## config.mk

```make
export PLATFORM = sky130hd
export DESIGN_NAME = rv_ctl_mw
export DESIGN_NICKNAME = d
export VERILOG_FILES = /design/src/rtl/rv_ctl_mw.sv
export SDC_FILE = /design/constraint.sdc
export NUM_CORES = 1
export LEC_CHECK = 0
export BUFFER_PORTS_ARGS = -buffer_cell sky130_fd_sc_hd__buf_2
export CAP_MARGIN = 5
export CORE_ASPECT_RATIO = 0.6
export CORE_UTILIZATION = 53
export DETAILED_ROUTE_END_ITERATION = 6
export PLACE_DENSITY = 0.85
export SYNTH_ARGS = -nofsm -noshare
export SYNTH_HDL_FRONTEND = slang
export SYNTH_SLANG_ARGS = --single-unit
```

## constraint.sdc

```tcl
create_clock -name clk -period 3.6 [get_ports clk]
set_clock_uncertainty 0.1 [all_clocks]
set_input_delay 0 -clock clk [delete_from_list [all_inputs] [get_ports clk]]
set_output_delay 0 -clock clk [all_outputs]
set_load 0.005 [all_outputs]
```

## src/rtl/rv_ctl_mw.sv

```systemverilog
// rtl/rv_ctl_mw.sv - multi-cycle RISC-V control FSM with memory-wait timeout
//
// Purpose: sequences fetch/decode/execute for LW, SW, R-type ALU, BEQ, BNE,
// JAL and ADDI. Drives datapath enables and mux selects, counts retired
// instructions, and traps stalled memory accesses into a sticky FAULT state.
//
// Ports:
//   clk        in   rising-edge clock
//   rst        in   asynchronous active-low reset
//   instr      in   current IR contents (decode key {instr[6:0], instr[14:12]})
//   zero       in   ALU result == 0
//   mem_ready  in   memory completes the access this cycle
//   mem_req    out  memory access request
//   memrw      out  1 = write
//   pcsource   out  PC_INC / PC_ALU
//   pcwrite    out  PC load enable
//   pccen      out  PC-copy load enable
//   irwrite    out  IR load enable
//   wbsel      out  WB_PC / WB_ALUOUT / WB_MDR
//   regwen     out  register-file write enable
//   immsel     out  IMM_B / IMM_L / IMM_S / IMM_J
//   asel       out  ALUA_REG / ALUA_PCC
//   bsel       out  ALUB_REG / ALUB_IMM
//   alusel     out  ALU operation
//   mdrwrite   out  MDR load enable
//   retire     out  one-cycle pulse per completed instruction
//   illegal    out  one-cycle pulse in DECODE on an unimplemented opcode
//   fault      out  sticky memory-timeout flag
//   instret    out  retired-instruction count (wraps)

module rv_ctl_mw #(
    parameter int unsigned MEM_WAIT_MAX = 15,
    parameter bit          ENABLE_BNE   = 1'b1,
    parameter int          CNT_W        = 32
) (
    input  logic             clk,
    input  logic             rst,
    input  logic [31:0]      instr,
    input  logic             zero,
    input  logic             mem_ready,
    output logic             mem_req,
    output logic             memrw,
    output logic             pcsource,
    output logic             pcwrite,
    output logic             pccen,
    output logic             irwrite,
    output logic [1:0]       wbsel,
    output logic             regwen,
    output logic [1:0]       immsel,
    output logic [1:0]       asel,
    output logic [1:0]       bsel,
    output logic [3:0]       alusel,
    output logic             mdrwrite,
    output logic             retire,
    output logic             illegal,
    output logic             fault,
    output logic [CNT_W-1:0] instret
);

    localparam logic [3:0] S_FETCH     = 4'd0;
    localparam logic [3:0] S_DECODE    = 4'd1;
    localparam logic [3:0] S_LSW_ADDR  = 4'd2;
    localparam logic [3:0] S_LW_MEM    = 4'd3;
    localparam logic [3:0] S_LW_WB     = 4'd4;
    localparam logic [3:0] S_SW_MEM    = 4'd5;
    localparam logic [3:0] S_RTYPE_ALU = 4'd6;
    localparam logic [3:0] S_RTYPE_WB  = 4'd7;
    localparam logic [3:0] S_BR_EXEC   = 4'd8;
    localparam logic [3:0] S_JAL_EXEC  = 4'd9;
    localparam logic [3:0] S_ADDI_EXEC = 4'd10;
    localparam logic [3:0] S_FAULT     = 4'd11;

    localparam logic       PC_INC    = 1'b0;
    localparam logic       PC_ALU    = 1'b1;
    localparam logic [1:0] WB_PC     = 2'd0;
    localparam logic [1:0] WB_ALUOUT = 2'd1;
    localparam logic [1:0] WB_MDR    = 2'd2;
    localparam logic [1:0] IMM_B     = 2'd0;
    localparam logic [1:0] IMM_L     = 2'd1;
    localparam logic [1:0] IMM_S     = 2'd2;
    localparam logic [1:0] IMM_J     = 2'd3;
    localparam logic [1:0] ALUA_REG  = 2'd0;
    localparam logic [1:0] ALUA_PCC  = 2'd1;
    localparam logic [1:0] ALUB_REG  = 2'd0;
    localparam logic [1:0] ALUB_IMM  = 2'd1;
    localparam logic [3:0] ALU_ADD   = 4'b0000;
    localparam logic [3:0] ALU_SUB   = 4'b0001;

    // The counter only has to reach MEM_WAIT_MAX-1: the next not-ready
    // cycle leaves the state, which clears it.
    localparam int WCW         = (MEM_WAIT_MAX > 1) ? $clog2(MEM_WAIT_MAX) : 1;
    localparam int WAIT_LAST_I = (MEM_WAIT_MAX > 0) ? int'(MEM_WAIT_MAX) - 1 : 0;
    localparam logic [WCW-1:0] WAIT_LAST = WAIT_LAST_I[WCW-1:0];

    logic [3:0]       state_q, state_d;
    logic [WCW-1:0]   wait_q, wait_d;
    logic [CNT_W-1:0] instret_q;

    logic [9:0] key;
    logic       is_lw, is_sw, is_alu, is_beq, is_bne, is_jal, is_addi;

    logic unused_instr_bits;
    assign unused_instr_bits = ^{instr[31], instr[29:15], instr[11:7]};

    assign key = {instr[6:0], instr[14:12]};

    always_comb begin
        is_lw   = 1'b0;
        is_sw   = 1'b0;
        is_alu  = 1'b0;
        is_beq  = 1'b0;
        is_bne  = 1'b0;
        is_jal  = 1'b0;
        is_addi = 1'b0;
        casez (key)
            10'b0000011_010: is_lw   = 1'b1;
            10'b0100011_010: is_sw   = 1'b1;
            10'b0110011_???: is_alu  = 1'b1;
            10'b1100011_000: is_beq  = 1'b1;
            10'b1100011_001: is_bne  = ENABLE_BNE;
            10'b1101111_???: is_jal  = 1'b1;
            10'b0010011_000: is_addi = 1'b1;
            default: ;
        endcase
    end

    always_comb begin
        state_d  = state_q;
        wait_d   = '0;
        mem_req  = 1'b0;
        memrw    = 1'b0;
        pcsource = PC_INC;
        pcwrite  = 1'b0;
        pccen    = 1'b0;
        irwrite  = 1'b0;
        wbsel    = WB_PC;
        regwen   = 1'b0;
        immsel   = IMM_B;
        asel     = ALUA_REG;
        bsel     = ALUB_REG;
        alusel   = ALU_ADD;
        mdrwrite = 1'b0;
        retire   = 1'b0;
        illegal  = 1'b0;

        // Outputs are held at defaults while reset is asserted, even though
        // the state register already sits in FETCH.
        if (rst) begin
            case (state_q)
                S_FETCH: begin
                    mem_req = 1'b1;
                    if (mem_ready) begin
                        irwrite = 1'b1;
                        pcwrite = 1'b1;
                        pccen   = 1'b1;
                        state_d = S_DECODE;
                    end
                end
                S_DECODE: begin
                    asel   = ALUA_PCC;
                    bsel   = ALUB_IMM;
                    immsel = IMM_B;
                    if (is_lw || is_sw)        state_d = S_LSW_ADDR;
                    else if (is_alu)           state_d = S_RTYPE_ALU;
                    else if (is_beq || is_bne) state_d = S_BR_EXEC;
                    else if (is_jal)           state_d = S_JAL_EXEC;
                    else if (is_addi)          state_d = S_ADDI_EXEC;
                    else begin
                        illegal = 1'b1;
                        state_d = S_FETCH;
                    end
                end
                S_LSW_ADDR: begin
                    bsel    = ALUB_IMM;
                    immsel  = is_lw ? IMM_L : IMM_S;
                    state_d = is_lw ? S_LW_MEM : S_SW_MEM;
                end
                S_LW_MEM: begin
                    mem_req  = 1'b1;
                    mdrwrite = mem_ready;
                    if (mem_ready) state_d = S_LW_WB;
                end
                S_LW_WB: begin
                    wbsel   = WB_MDR;
                    regwen  = 1'b1;
                    retire  = 1'b1;
                    state_d = S_FETCH;
                end
                S_SW_MEM: begin
                    mem_req = 1'b1;
                    memrw   = 1'b1;
                    if (mem_ready) begin
                        retire  = 1'b1;
                        state_d = S_FETCH;
                    end
                end
                S_RTYPE_ALU: begin
                    alusel  = {instr[14:12], instr[30]};
                    state_d = S_RTYPE_WB;
                end
                S_ADDI_EXEC: begin
                    bsel    = ALUB_IMM;
                    immsel  = IMM_L;
                    alusel  = ALU_ADD;
                    state_d = S_RTYPE_WB;
                end
                S_RTYPE_WB: begin
                    wbsel   = WB_ALUOUT;
                    regwen  = 1'b1;
                    retire  = 1'b1;
                    state_d = S_FETCH;
                end
                S_BR_EXEC: begin
                    alusel   = ALU_SUB;
                    pcsource = PC_ALU;
                    pcwrite  = is_bne ? ~zero : zero;
                    retire   = 1'b1;
                    state_d  = S_FETCH;
                end
                S_JAL_EXEC: begin
                    asel     = ALUA_PCC;
                    bsel     = ALUB_IMM;
                    immsel   = IMM_J;
                    pcsource = PC_ALU;
                    pcwrite  = 1'b1;
                    regwen   = 1'b1;
                    wbsel    = WB_PC;
                    retire   = 1'b1;
                    state_d  = S_FETCH;
                end
                S_FAULT: state_d = S_FAULT;
                default: state_d = S_FETCH;
            endcase

            // The MEM_WAIT_MAX-th consecutive stalled cycle overrides the
            // normal transition; retire cannot fire here since it needs ready.
            if ((MEM_WAIT_MAX != 0) && mem_req && !mem_ready && (wait_q == WAIT_LAST)) begin
                state_d = S_FAULT;
            end

            if ((MEM_WAIT_MAX != 0) && mem_req && !mem_ready && (state_d == state_q)) begin
                wait_d = wait_q + 1'b1;
            end
        end
    end

    always_ff @(posedge clk or negedge rst) begin
        if (!rst) begin
            state_q   <= S_FETCH;
            wait_q    <= '0;
            instret_q <= '0;
        end else begin
            state_q <= state_d;
            wait_q  <= wait_d;
            if (retire) instret_q <= instret_q + 1'b1;
        end
    end

    assign fault   = (state_q == S_FAULT);
    assign instret = instret_q;

endmodule

```

After elaboration in Yosys (flattened, before gate mapping):

Index checks and enable logic that the tools add are counted.

* register bits after elaboration: 40
* input port bits: 36

* reduce and logical (&&, ||, !) cells: 14
* add/sub/neg operators: 2
* bitwise gates (word level): 1
* equality and inequality tests: 20
* mux-type cells: 58

Operator list (number)
* two-way mux 4 bit: 13
* two-way mux 1 bit: 35
* adder 32 x 1 -> 32 bit, second input constant: 1
* one-hot mux 4 bit (7 select lines): 1
* == test 10 bit, second input constant: 2
* == test 4 bit, second input constant: 5
* == test 4 x 3 -> 1 bit, second input constant: 4
* == test 10 x 5 -> 1 bit, second input constant: 1
* == test 10 x 8 -> 1 bit, second input constant: 1
* == test 10 x 9 -> 1 bit, second input constant: 1
* == test 4 x 2 -> 1 bit, second input constant: 2
* one-hot mux 4 bit (2 select lines): 1
* OR reduction 4 bit: 2
* == test 7 x 6 -> 1 bit, second input constant: 1
* == test 7 bit, second input constant: 1
* two-way mux 2 bit: 3
* one-hot mux 2 bit (3 select lines): 1
* OR reduction 2 bit: 3
* OR reduction 3 bit: 2
* adder 4 x 1 -> 4 bit, second input constant: 1
* == test 4 x 1 -> 1 bit, second input constant: 1
* == test 4 bit: 1
* zero test 4 bit: 1
* one-hot mux 2 bit (2 select lines): 1
* other kinds (7): 10

Logic depth before layout (Yosys ltp):

* word-level depth: 14
* gate-level depth with buffers: 7

Least setup slack after synthesis:

Ideal clock, no wire load.

* kind: register -> register
* from: reg state_q[2]
* to: reg instret_q[1] (netlist: instret[1])
* setup slack: 1.656 ns
* period minus slack after synthesis: 1.944 ns
* data arrival time: 1.717 ns
* stages on the path, launching flop included: 6
* required time: 3.372 ns
* cells stage by stage: dfrtp_1 buf_2 and4b_4 a311oi_4 nand2b_1 mux2_1

* word-level cells in the longest chain between the ends: 4
* elaborated cells on any way between the ends: 8
* classes of those cells: eq/ne (5); mux (2); reduce/logical (1)

Ends and longest elaborated chain
* from (decl): RTL line 95 `logic [3:0] state_q, state_d;`
* from (signal assigned): RTL line 253 `state_q <= state_d;`
* == test 4 bit / == test 4 x 3 -> 1 bit (equally long branches): RTL line 149 `case (state_q)`
* OR reduction 4 bit (no source line)
* one-hot mux 1 bit (2 select lines) *: RTL line 149
* two-way mux 1 bit *: RTL line 148 `if (rst) begin`
* to (signal assigned): RTL line 255 `if (retire) instret_q <= instret_q + 1'b1;`
* to (decl): RTL line 97 `logic [CNT_W-1:0] instret_q;`

Every way passes the cells marked *; elsewhere a longest branch is shown, timed or not.
A chain may end at the register's enable or synchronous reset.

Final worst setup path:

* from: reg state_q[0]
* to: reg instret_q[1] (netlist: instret[1])

Same word-level chain as after synthesis.

==> impl_results.md <==
- Critical path startpoint category: flop
- Fmax: roughly 420 MHz
- Post-placement cell area: between 2000 and 3000 µm²
- DRT iter0 DRCs: 116
- Placed cells: between 300 and 400
- Drt first pass iters: 4
- Pin count of the biggest net entering global routing: 32
- Wire per inst: between 10 and 15 µm
- Reg2reg path depth: 4
- Setup_tns: 0 ns
- CP max stage cell: dfrtp_1
- Leakage Power: between 1 and 1.5 nW
- Worst-margin pin slew: 0.6390 ns
- Register area share after synthesis: a little over two fifths
- Final period util: 66.21%
- Initial core utilization: a little under three fifths
- Hold path depth: 5
- Final worst slack: about 1.2 ns
- DR DRC count: 0
- Worst-Skew Late Latency: around 0.30 ns
- GRT Util Overall: ~24%
- Max incr delay on CP: 0.76 ns
- Result of the run: finished clean
- I/O pin cnt: 91
- Antenna violations before repair: 0
- Power Density: ~440 nW/µm²
- Syn Area/Cell: around 9.2 µm²
- Worst slack at placement: between 1 and 1.5 ns
- Post-Route WL: between 5000 and 6000 µm
- Setup Fix Bufs, Post-CTS: 0
- Vias in the first global route: between 1500 and 2000
- Worst vdd ir: between 0.0002 and 0.00025 V
- Die Width: 88.85 µm
- Area Growth Syn to Fin: 19.56%
- Required time of the critical path: roughly 3.7 ns
- Worst-path cell chain: nand2b_1 -> a311oi_4 -> nand2b_1 -> mux2_1
- Root buf cell: clkbuf_8
- Post-DRT Antenna Nets: 0
- Cell Area, Synth: roughly 2400 µm²
- CTS H-tree depth: 2
- First-pass GRT wire length: between 8000 and 9000 µm
- Core ar.: 4212 µm²
- Full die area: about 4800 µm²
- CP Capture Type: flop
- Async set-reset flop share out of synthesis: between 90% and 100%
- Total clock sinks: 40
- RSZ-0062 raised after global routing: false
- Post-synth EDFFs: 0
- Vias/cell: 5.643
- CTS Hold Bufs: 1
- Fin area: around 2900 µm²
- Max cap viols: 0
- Most used cell, CP: nand2b_1
- TritonCTS Buffers: 5
- Die Ht: about 54 µm
- R2R setup slack: between 1 and 1.5 ns
- Fin. max-slew vios: 0
- DP HPWL: roughly 4200 µm
- CP Data Arrival Time: roughly 2.5 ns
- IO buf count: 67
- Fraction of final layout cells sized beyond drive strength 1: about a quarter
- CTS tree: done
- Synth Instances: 261
- Slew HR: 57.40%
- Hold Crit Class: primary input to flop
- Minimum clock period: ~2.4 ns
- Clk buf depth: 2
- Ys flop type: dfrtp_1
- Final hold vios: 0
- FP Rows: 18
- Fin cells: ~390
- Synth cell types: 48
- DR vias: about 2200
- Ys Warns: 0
- Pwr Total: around 1.3 mW
- Post-cts resize count: 0
- CP Class: flop to flop
- Global route overflow: 0
- Reg clk slew, reported paths: about 0.08 ns
- GP Congestion: slightly below 0.9
- # fillers: 363
- Synthesis-stage register bit count: 40
- NumNets Final: 367
- Crit-path max FO: 21
- Endpoints failing setup: 0
- # diodes: 0
## cell type report
| class | count | area, µm² | area share, % |
|---|---|---|---|
| multi-input combinational | 204 | 1318 | 45.94 |
| sequential | 40 | 1001 | 34.90 |
| timing repair buffer | 70 | 360.3 | 12.57 |
| tap | 60 | 75.07 | 2.618 |
| clock buffer | 5 | 68.82 | 2.400 |
| inverter | 7 | 26.28 | 0.9162 |
| clock inverter | 3 | 18.77 | 0.6545 |
## routing by layer
metal	up-vias	global-route usage [%]	wire, µm
met5	-	0	0
met4	0	6.452	29
met3	3	7.822	399
met2	81	33.46	2371
met1	1049	36.69	2707
li1	1062	-	-
## worst max-delay path: cells and delay by family (launching register included)
family,cells,cell delay (ns)
simple gates,2,0.48
compound gates,1,0.58
flops,1,0.76
mux,1,0.35
## metrics by stage
stage / hold slack, ns / utilization (%)
6_report: 0.06077 / 68.09
5_1_grt: 0.08837 / 68.09
4_1_cts: 0.04219 / 68.09
3_5_place_dp: -0.06979 / 65.78
3_3_place_gp: -0.07019 / 65.78
2_1_floorplan: -0.3956 / -
## path summary, 6_finish.rpt
check / from / endpoint
hold / removal: instr[2] / state_q[0]$_DFFE_PN0P_
setup reg to reg: state_q[0]$_DFFE_PN0P_ / instret[1]$_DFFE_PN0P_
setup / recovery: state_q[0]$_DFFE_PN0P_ / instret[1]$_DFFE_PN0P_
min in group asynchronous: rst / instret[7]$_DFFE_PN0P_
hold reg to reg: instret[5]$_DFFE_PN0P_ / instret[5]$_DFFE_PN0P_
max in group asynchronous: rst / instret[15]$_DFFE_PN0P_
## cells in the mapped netlist (2+ instances only)
| master | number | area [µm²] |
|---|---|---|
| nand2_1 | 24 | 90.09 |
| a21oi_1 | 9 | 45.04 |
| a211oi_1 | 3 | 22.52 |
| and4_1 | 2 | 17.52 |
| inv_2 | 2 | 7.510 |
| xnor2_1 | 24 | 210.2 |
| or2_1 | 2 | 12.51 |
| nor3_2 | 3 | 30.03 |
| nor3_1 | 12 | 60.06 |
| o21a_1 | 2 | 15.01 |
| or4b_1 | 2 | 20.02 |
| inv_1 | 5 | 18.77 |
| nand3_1 | 17 | 85.08 |
| buf_1 | 2 | 7.510 |
| or3_1 | 2 | 12.51 |
| a31oi_1 | 3 | 18.77 |
| nor2_1 | 23 | 86.33 |
| and2_1 | 5 | 31.28 |
| dfrtp_1 | 40 | 1001 |
| and3_1 | 7 | 43.79 |
| o21ai_0 | 4 | 20.02 |
| or4_1 | 2 | 15.01 |
| xor2_1 | 11 | 96.34 |
| ha_1 | 3 | 37.54 |
| nand2b_1 | 6 | 37.54 |
| buf_4 | 3 | 22.52 |
| nor4_1 | 4 | 25.02 |
| buf_2 | 4 | 20.02 |
| nand4_1 | 12 | 75.07 |
| clkbuf_1 | 2 | 7.510 |
| nor2b_1 | 4 | 25.02 |
## state kept, by name (all words and copies together) (netlist names)
signal   cells
state_q      4
wait_q       4
instret     32
## power breakdown
part	switching (mW)	internal (mW)
Sequential	0.103	0.488
Clock	0.163	0.135
Combinational	0.209	0.162
Total	0.475	0.785
## logic make-up after synthesis
kind of cell	share of synthesized area, %
AOI/OAI and AO/OA	8.973
xor gates and xnor gates	12.78
adders and majority gates	1.565
buffers and inverters	3.495
DFF	41.73
muxes	0.4695
other	0.1563
and+or+nand+nor	30.83
## cell usage in the layout, fill, tap and decap left out, types with 2 or more instances in the layout
master / count
nand3_1: 17
nand2b_1: 6
or2_1: 2
nand2_1: 24
xor2_1: 11
xnor2_1: 24
inv_1: 5
nor2_1: 23
nor4_1: 4
a21oi_1: 9
and3_1: 7
buf_4: 2
inv_2: 2
conb_1: 2
nand4_1: 12
o21ai_0: 4
clkbuf_8: 5
nor3_1: 12
a31oi_1: 3
or4b_1: 2
a211oi_1: 3
and2_1: 5
clkinv_2: 2
or4_1: 2
nor2b_1: 4
buf_2: 67
or3_1: 2
and4_1: 2
nor3_2: 3
dfrtp_1: 40
ha_1: 3
o21a_1: 2
No activity file was read; power rests on OpenSTA's default activity.
